## src/rtl/lwc_rdi_source_if.sv

```systemverilog
// lwc_rdi_source_if: seed input, reseed request and rdi output bundle of the randomness source
interface lwc_rdi_source_if #(
  parameter int RNDW = 64
);
  logic [31:0]     seed_data;
  logic            seed_valid;
  logic            seed_ready;
  logic            reseed_req;
  logic [RNDW-1:0] rdi_data;
  logic            rdi_valid;
  logic            rdi_ready;
  logic            health_fail;
  modport master (
    input  seed_data, seed_valid, reseed_req, rdi_ready,
    output seed_ready, rdi_data, rdi_valid, health_fail
  );
  modport slave (
    output seed_data, seed_valid, reseed_req, rdi_ready,
    input  seed_ready, rdi_data, rdi_valid, health_fail
  );
endinterface

```

## src/rtl/lwc_rdi_source.sv

```systemverilog
// lwc_rdi_source: xorshift128 source packing 32-bit words into RNDW-bit rdi words, periodic reseed; RDI_HEALTH_EN adds a repeated-word check
module lwc_rdi_source #(
  parameter int RNDW       = 64,
  parameter int RESEED_CNT = 1024
) (
  input logic              clk,
  input logic              rst,
  lwc_rdi_source_if.master bus
);
  localparam int WORDS = RNDW / 32;
  localparam int KW    = WORDS > 1 ? $clog2(WORDS) : 1;
  typedef enum logic {SEED, GEN} state_t;
  state_t          st, st_n;
  logic [31:0]     x, y, z, w, t, nw, rc;
  logic [1:0]      sc;
  logic [KW-1:0]   k;
  logic [RNDW-1:0] stg;
  logic            hs, last, step, load, trig, hf, bad;
`ifdef RDI_HEALTH_EN
  logic [31:0]     pw;
  logic            pv;
  // remember the previous generated word and latch a repeat as a sticky failure
  always_ff @(posedge clk or negedge rst) begin
    if (!rst) begin
      pw <= '0;
      pv <= 1'b0;
      hf <= 1'b0;
    end else begin
      if (step) begin
        pw <= nw;
        pv <= 1'b1;
      end
      if (bad) hf <= 1'b1;
    end
  end
  assign bad = step && pv && nw == pw;
`else
  assign hf  = 1'b0;
  assign bad = 1'b0;
`endif
  // generator step, stall and reseed decisions
  always_comb begin
    t    = x ^ (x << 11);
    nw   = w ^ (w >> 19) ^ t ^ (t >> 8);
    hs   = bus.rdi_valid && bus.rdi_ready;
    last = k == KW'(WORDS - 1);
    step = st == GEN && !hf && !(last && bus.rdi_valid && !bus.rdi_ready);
    load = step && last && !bad;
    trig = st == GEN && (bus.reseed_req || bad || hf ||
           (RESEED_CNT != 0 && hs && rc + 32'd1 >= 32'(RESEED_CNT)));
    st_n = trig ? SEED : (st == SEED && bus.seed_valid && sc == 2'd3) ? GEN : st;
    bus.seed_ready  = st == SEED;
    bus.health_fail = hf;
  end
  // state register
  always_ff @(posedge clk or negedge rst) begin
    if (!rst) st <= SEED;
    else st <= st_n;
  end
  // seed absorption, generator state, packing and output register
  always_ff @(posedge clk or negedge rst) begin
    if (!rst) begin
      {x, y, z, w} <= '0;
      sc            <= '0;
      k             <= '0;
      stg           <= '0;
      rc            <= '0;
      bus.rdi_data  <= '0;
      bus.rdi_valid <= 1'b0;
    end else begin
      if (st == SEED && bus.seed_valid) begin
        {x, y, z, w} <= {y, z, w, bus.seed_data};
        if (sc == 2'd3 && {y, z, w, bus.seed_data} == '0) w <= 32'h1;
        sc <= sc + 2'd1;
      end else if (step) begin
        x <= y;
        y <= z;
        z <= w;
        w <= nw;
      end
      if (trig) begin
        k   <= '0;
        stg <= '0;
      end else if (step) begin
        k <= last ? '0 : k + KW'(1);
        if (!last) stg <= (stg << 32) | RNDW'(nw);
      end
      if (load) bus.rdi_data <= (stg << 32) | RNDW'(nw);
      bus.rdi_valid <= bad ? 1'b0 : load ? 1'b1 : hs ? 1'b0 : bus.rdi_valid;
      rc <= trig ? '0 : rc + (hs ? 32'd1 : 32'd0);
    end
  end
endmodule
```

## src/flat_wrapper.sv

```systemverilog
// flat-port wrapper written by rule: the top's interface ports become plain ports
module lwc_rdi_source_flat 
#(
  parameter int RNDW       = 64,
  parameter int RESEED_CNT = 1024
)
  (clk, rst, bus_seed_data, bus_seed_valid, bus_reseed_req, bus_rdi_ready, bus_seed_ready, bus_rdi_data, bus_rdi_valid, bus_health_fail);
  lwc_rdi_source_if #(.RNDW(RNDW)) bus_i ();
  input logic clk;
  input logic rst;
  input wire logic [$bits(bus_i.seed_data)-1:0] bus_seed_data;
  input wire logic [$bits(bus_i.seed_valid)-1:0] bus_seed_valid;
  input wire logic [$bits(bus_i.reseed_req)-1:0] bus_reseed_req;
  input wire logic [$bits(bus_i.rdi_ready)-1:0] bus_rdi_ready;
  output wire logic [$bits(bus_i.seed_ready)-1:0] bus_seed_ready;
  output wire logic [$bits(bus_i.rdi_data)-1:0] bus_rdi_data;
  output wire logic [$bits(bus_i.rdi_valid)-1:0] bus_rdi_valid;
  output wire logic [$bits(bus_i.health_fail)-1:0] bus_health_fail;
  assign bus_i.seed_data = bus_seed_data;
  assign bus_i.seed_valid = bus_seed_valid;
  assign bus_i.reseed_req = bus_reseed_req;
  assign bus_i.rdi_ready = bus_rdi_ready;
  assign bus_seed_ready = bus_i.seed_ready;
  assign bus_rdi_data = bus_i.rdi_data;
  assign bus_rdi_valid = bus_i.rdi_valid;
  assign bus_health_fail = bus_i.health_fail;
  lwc_rdi_source #(.RNDW(RNDW), .RESEED_CNT(RESEED_CNT)) u_core (.clk(clk), .rst(rst), .bus(bus_i));
endmodule
```

## config.mk

```make
export PLATFORM = sky130hd
export DESIGN_NAME = lwc_rdi_source_flat
export DESIGN_NICKNAME = d
export VERILOG_FILES = /design/src/rtl/lwc_rdi_source_if.sv /design/src/rtl/lwc_rdi_source.sv /design/src/flat_wrapper.sv
export SDC_FILE = /design/constraint.sdc
export NUM_CORES = 1
export LEC_CHECK = 0
export CAP_MARGIN = 5
export CORE_UTILIZATION = 63
export DETAILED_ROUTE_END_ITERATION = 8
export GPL_TIMING_DRIVEN = 0
export PLACE_DENSITY_LB_ADDON = 0.08
export SYNTH_ARGS = -nofsm -noshare
export SYNTH_HDL_FRONTEND = slang
export SYNTH_SLANG_ARGS = --single-unit
```

## constraint.sdc

```tcl
create_clock -name clk -period 4.7 [get_ports clk]
set_clock_uncertainty 0.2 [all_clocks]
set_input_delay 0.705 -clock clk [delete_from_list [all_inputs] [get_ports clk]]
set_output_delay 0.705 -clock clk [all_outputs]
set_load 0.02 [all_outputs]
```

==> flow_metrics.env, run 1 <==
export IMPL_outcome="finished clean"
export IMPL_insertion_delay_ns=0.53
export IMPL_synth_edf_count=0
export IMPL_cts_sinks=261
export IMPL_grt_first_pass_wirelength_mm=47.4
export IMPL_initial_core_util_pct=64.3
export IMPL_hold_viol_final=0
export IMPL_cp_num_buf_inv=1
export IMPL_cts_buffer_depth=3
export IMPL_core_area_um2=18800
export IMPL_synth_cell_type_count=52
export IMPL_hold_path_class="flop to flop"
export IMPL_syn_num_nets=1059
export IMPL_pre_cts_ws_ns=0.886
export IMPL_root_buffer="clkbuf_16"
export IMPL_fillers=1270
export IMPL_drtPass1Iterations=5
export IMPL_wl_mm=30.0
export IMPL_ir_drop_v=0.000450
export IMPL_start_kind="flop"
export IMPL_fin_nets=1194
export IMPL_wl_per_cell_um=21.3
export IMPL_synthesis_area_um2=12100
export IMPL_netlist_instances=1019
export IMPL_die_w_um=140
export IMPL_hold_ws_ns=0.286
export IMPL_yosysTopAreaCell="dfrtp_1"
export IMPL_ys_seq_elements=261
export IMPL_crit_top_cell="nand4_1"
export IMPL_synth_top_flop_cell="dfrtp_1"
export IMPL_antenna_found_initial=0
export IMPL_synth_top_area_share_pct=54.1
export IMPL_ys_seq_area_share_pct=54.1
export IMPL_clk_pin_slew_worst_paths_ns=0.06
export IMPL_synth_warnings=0
export IMPL_grt_ovfl_total=0
export IMPL_num_vias=8490
export IMPL_endpoint_kind="flop"
export IMPL_place_gp_congestion=0.921
export IMPL_max_freq_ghz=0.292
export IMPL_h_tree_depth=1
export IMPL_synth_area_top_cells="dfrtp_1 54%, mux2_2 12%, xnor2_1 6.6%"
export IMPL_cp_arrival_ns=3.68
export IMPL_layout_drive_gt1_share_pct=19.9
export IMPL_hpwl_mm=22.1
export IMPL_drc_errors=0
export IMPL_slowest_delay_ns=0.54
export IMPL_maxSlewViolCount=0
export IMPL_cp_max_fo=10
export IMPL_area_growth_syn_to_layout_pct=19.2
export IMPL_fin_crit_sh_pct=72.9
export IMPL_drtAntennaViolNets=0
export IMPL_grt_pass1_vias=8352
export IMPL_tightest_slew_ns=0.810
export IMPL_fp_dieH_um=140
export IMPL_dieArea_um2=19700
export IMPL_async_flop_share_pct=100
export IMPL_finalSetupViolations=0
export IMPL_finish_utilization_pct=76.7
export IMPL_grt_max_degree=117
export IMPL_crit_family="compound AO/OA/AOI/OAI gates"
export IMPL_viasPerCell=6.03
export IMPL_pin_count=104
export IMPL_worstPathCellList="nand4_1 > nor3_1 > mux2_2 > o21ai_0 > nand4_1 > o32ai_4 > nand3b_4 > buf_6 > o2bb2ai_2"
export IMPL_slew_headroom_pct=45.5
export IMPL_antenna_cells=0
export IMPL_placed_area_um2=13500
export IMPL_rows=50
export IMPL_power_leakage_nw=6.15
export IMPL_post_route_min_period_ns=3.43
export IMPL_port_buffers=102
export IMPL_path_class="flop to flop"
export IMPL_rsz0062_at_grt="no"
export IMPL_fin_ws_ns=1.27
export IMPL_crit_slowest_cell="o21ai_0"
export IMPL_p_per_area_nw_per_um2=820
export IMPL_finish_instance_area_um2=14400
export IMPL_postCtsSetupBuffers=0
export IMPL_drv_cap=0
export IMPL_drt_iter0_markers=684
export IMPL_grt_usage_pct=31.6
export IMPL_cts_tree="yes"
export IMPL_syn_avg_cell_area_um2=11.8
export IMPL_cts_made_buffers=27
export IMPL_crit_required_ns=4.95
==> cell usage after synthesis (2+ instances only) <==
cell	instances
nor2_1	69
or3_1	3
a211o_1	4
and3_1	6
buf_1	2
mux2i_1	2
a21oi_1	24
and4_1	6
buf_2	9
o2bb2ai_1	2
xnor2_1	91
or4_1	3
nor4_4	2
nand4_1	25
nor3_1	8
nor4_1	31
nor2b_1	5
mux2_2	131
o21ai_0	71
nand2b_1	4
nand3_1	19
clkbuf_1	37
buf_6	6
o2bb2ai_2	30
inv_1	2
nand2_1	93
and2_1	2
ha_1	3
dfrtp_1	261
xor2_1	44
nor3b_1	3
==> report_power, final <==
| group | leakage [nW] | internal, mW | switching (mW) |
|---|---|---|---|
| clock network | 0.456 | 1.34 | 0.858 |
| logic | 2.39 | 2.44 | 2.94 |
| registers | 3.30 | 3.21 | 0.997 |
==> placed cells by master, fill, tap and decap left out, drive strengths merged, types with 2 or more instances in the layout <==
master,synthesis,final
and3,6,6
clkdlybuf4s50,0,101
o2bb2ai,32,32
or4,3,3
o21ai,71,71
and4,6,6
nor2,70,70
clkbuf,38,79
nand3,20,20
or3,3,3
nor3b,3,3
ha,3,3
nand2,93,93
nor2b,5,5
a21o,2,2
a211o,4,4
mux2,132,132
inv,2,2
nor4,33,33
dfrtp,261,261
a21oi,24,24
xnor2,91,91
mux2i,2,2
nor3,8,8
xor2,44,44
nand4,26,26
and2,2,2
clkinv,0,4
bufinv,0,3
nand2b,4,4
buf,18,22
==> path summary, 6_finish.rpt <==
check,from,endpoint,slack [ns],cells after the start
setup / recovery,u_core.rc[10]$_DFF_PN0_,u_core.stg[15]$_DFFE_PN0P_,1.27,9
hold / removal,u_core.bus.rdi_data[7]$_DFFE_PN0P_,u_core.bus.rdi_data[7]$_DFFE_PN0P_,0.29,2
setup reg to reg,u_core.rc[10]$_DFF_PN0_,u_core.stg[15]$_DFFE_PN0P_,1.27,9
hold reg to reg,u_core.bus.rdi_data[7]$_DFFE_PN0P_,u_core.bus.rdi_data[7]$_DFFE_PN0P_,0.29,2
max in group asynchronous,rst,u_core.bus.rdi_data[8]$_DFFE_PN0P_,2.87,3
min in group asynchronous,rst,u_core.bus.rdi_data[62]$_DFFE_PN0P_,0.50,2
==> layer usage <==
| layer | up-vias | part of all wire (%) | track usage, % |
|---|---|---|---|
| li1 | 3862 | - | - |
| met5 | - | 0 | 0 |
| met2 | 311 | 47 | 50.5 |
| met3 | 73 | 7.2 | 5.54 |
| met4 | 0 | 3.3 | 10.5 |
| met1 | 4244 | 43 | 44.2 |
==> sequential cells by signal (all words and copies together) (netlist names), 2 cells and up <==
register / flops
u_core.x: 32
u_core.stg: 32
u_core.y: 32
u_core.w: 32
u_core.rc: 32
u_core.z: 32
u_core.sc: 2
u_core.bus.rdi_data: 64
==> cell families (layout without fill, tap and decap cells) <==
logic type / after synthesis / in the layout / synth area share (%)
other: 1 / 1 / 0.0311
AOI/OAI and AO/OA: 142 / 142 / 9.07
muxes: 134 / 134 / 12.5
DFF: 261 / 261 / 54.1
and+or+nand+nor: 285 / 285 / 11.9
xor gates and xnor gates: 135 / 135 / 9.79
adders and majority gates: 3 / 3 / 0.311
buffers and inverters: 58 / 213 / 2.31
==> layout make-up <==
cell class | instances | area [um2] | share of cell area, %
flip-flops and latches | 261 | 6530 | 45.4
clock buffers | 41 | 808 | 5.62
plain buffers | 56 | 272 | 1.89
inverters | 2 | 7.51 | 0.0522
repair buffers | 106 | 1100 | 7.62
clock inverters | 8 | 118 | 0.817
well taps | 234 | 293 | 2.03
multi-input cells | 700 | 5260 | 36.6
==> worst reg2reg max path: cells and delay by family, from the launching register on <==
kind                   cells  cell delay [ns]
AOI/OAI and AO/OA          3             1.12
buffers and inverters      1             0.20
DFF                        1             0.44
muxes                      1             0.37
and+or+nand+nor            4             1.04
==> through the flow <==
stage	power [mW]	TNS (ns)	std cells
finish	11.8	0	1408
global route	12.4	0	1408
CTS	11.8	0	1408
detailed placement	9.48	0	1358
global placement	9.33	-2142.35	1355
floorplan	7.57	0	1019
==> repair_timing <==
action,CTS,global route
hold buffers,1,0
gates resized for setup,0,0
hold endpoints to repair,54,0
setup endpoints to repair,0,0
(Power assumes the default switching activity.)
==> run 2, diff against run 1 <==
Settings changed: CORE_UTILIZATION 63 to 58.
Clock period 4.7 ns to 3.5 ns, I/O delays scaled along.
==> flow_metrics.env, run 2 (synthesis results as in run 1) <==
export IMPL_rows=52
export IMPL_wl_mm=30.6
export IMPL_area_growth_syn_to_layout_pct=18.9
export IMPL_h_tree_depth=1
export IMPL_power_mw=15.7
export IMPL_insertion_delay_ns=0.53
export IMPL_endpoint_kind="flop"
export IMPL_max_freq_ghz=0.303
export IMPL_drv_cap=0
export IMPL_drtPass1Iterations=4
export IMPL_maxSlewViolCount=0
export IMPL_antenna_found_initial=1
export IMPL_fin_ws_ns=0.203
export IMPL_slowest_delay_ns=0.59
export IMPL_finalSetupViolations=0
export IMPL_cp_max_fo=10
export IMPL_cts_sinks=261
export IMPL_wl_per_cell_um=21.2
export IMPL_drt_iter0_markers=574
export IMPL_initial_core_util_pct=59.5
export IMPL_layout_drive_gt1_share_pct=19.8
export IMPL_hold_viol_final=0
export IMPL_dp_cells=1394
export IMPL_antenna_cells=0
export IMPL_finish_instance_area_um2=14400
export IMPL_hold_path_class="flop to flop"
export IMPL_tns_ns=0
export IMPL_crit_required_ns=3.71
export IMPL_crit_slowest_cell="clkbuf_1"
export IMPL_hold_ws_ns=0.285
export IMPL_core_area_um2=20300
export IMPL_slew_headroom_pct=41.3
export IMPL_viasPerCell=5.89
export IMPL_hpwl_mm=22.7
export IMPL_p_per_area_nw_per_um2=1090
export IMPL_root_buffer="clkbuf_16"
export IMPL_top_register="u_core.bus.rdi_data"
export IMPL_placed_area_um2=13500
export IMPL_fin_nets=1193
export IMPL_fp_dieH_um=146
export IMPL_grt_max_degree=115
export IMPL_cts_buffer_depth=3
export IMPL_grt_usage_pct=29.5
export IMPL_grt_ovfl_total=0
export IMPL_cp_arrival_ns=3.51
export IMPL_finalNonFillerCells=1439
export IMPL_fin_crit_sh_pct=94.2
export IMPL_grt_pass1_vias=8513
export IMPL_finish_utilization_pct=70.7
export IMPL_pin_count=104
export IMPL_clk_pin_slew_worst_paths_ns=0.06
export IMPL_port_buffers=102
export IMPL_drtAntennaViolNets=0
export IMPL_largest_reg_flops=64
export IMPL_rsz0062_at_grt="no"
export IMPL_ir_drop_v=0.000629
export IMPL_grt_first_pass_wirelength_mm=48.4
export IMPL_worstPathCellList="clkbuf_1 > inv_1 > a21oi_1 > nor2_1 > clkbuf_1 > clkbuf_1 > mux2_2"
export IMPL_final_cell_mix="261 x dfrtp_1, 131 x mux2_2, 101 x clkdlybuf4s50_1, 93 x nand2_1, 91 x xnor2_1"
export IMPL_path_class="flop to flop"
export IMPL_outcome="finished clean"
export IMPL_pre_cts_ws_ns=-0.104
export IMPL_num_vias=8475
export IMPL_cts_tree="yes"
export IMPL_start_kind="flop"
export IMPL_final_common_cell="dfrtp_1"
export IMPL_crit_top_cell="clkbuf_1"
export IMPL_die_w_um=146
export IMPL_cts_made_buffers=26
export IMPL_place_gp_congestion=0.911
export IMPL_post_route_min_period_ns=3.30
export IMPL_tightest_slew_ns=0.872
export IMPL_power_leakage_nw=6.11
export IMPL_dieArea_um2=21400
export IMPL_drc_errors=0
## run 2: timing repair
item	CTS	global route
setup buffers	0	0
hold buffers	1	0
hold endpoints to repair	65	0
resized for setup	0	1
setup endpoints to repair	0	60
## run 2: cell type report
cell class / instances / area, um2
Buffer: 56 / 272
Multi-Input combinational cell: 700 / 5260
Inverter: 2 / 7.51
Clock inverter: 5 / 52.6
Sequential cell: 261 / 6530
Timing Repair Buffer: 106 / 1100
Clock buffer: 39 / 801
Fill cell: 1509 / 5940
Tap cell: 270 / 338
## run 2: worst paths after layout
| path | start | to | slack (ns) | depth (start not counted) |
|---|---|---|---|---|
| max in group asynchronous | rst | u_core.x[30]$_DFFE_PN0P_ | 1.43 | 4 |
| hold / removal | u_core.sc[0]$_DFFE_PN0P_ | u_core.sc[0]$_DFFE_PN0P_ | 0.29 | 1 |
| setup reg to reg | u_core.st$_DFFE_PN0P_ | u_core.z[21]$_DFFE_PN0P_ | 0.20 | 7 |
| min in group asynchronous | rst | u_core.bus.rdi_data[58]$_DFFE_PN0P_ | 0.32 | 2 |
| hold reg to reg | u_core.sc[0]$_DFFE_PN0P_ | u_core.sc[0]$_DFFE_PN0P_ | 0.29 | 1 |
| setup / recovery | u_core.st$_DFFE_PN0P_ | u_core.z[21]$_DFFE_PN0P_ | 0.20 | 7 |
## run 2: worst max-delay path: cells and delay by family, from the launching register on
kind | cells | cell delay [ns]
buffers and inverters | 4 | 1.57
AOI/OAI and AO/OA | 1 | 0.18
DFF | 1 | 0.35
and+or+nand+nor | 1 | 0.45
muxes | 1 | 0.41
## run 2: per-layer routing
metal | global-route usage (%) | wire length (um)
met1 | 43.3 | 13700
met2 | 44.9 | 13800
met3 | 5.44 | 2230
met4 | 8.91 | 818
met5 | 0 | 0
## run 2: power breakdown
| group | internal (mW) | leakage, nW | switching (mW) | total, mW |
|---|---|---|---|---|
| sequential | 4.31 | 3.30 | 1.35 | 5.66 |
| clock | 1.64 | 0.421 | 1.14 | 2.78 |
| combinational | 3.28 | 2.39 | 3.97 | 7.25 |
| total | 9.23 | 6.11 | 6.46 | 15.7 |
==> run 3, diff against run 2 <==
Settings changed: CTS_CLUSTER_SIZE from default to 30, HOLD_SLACK_MARGIN from default to 0.15.
==> results of run 3 <==
No change in the layout: final DEF, timing and power equal those of run 2.
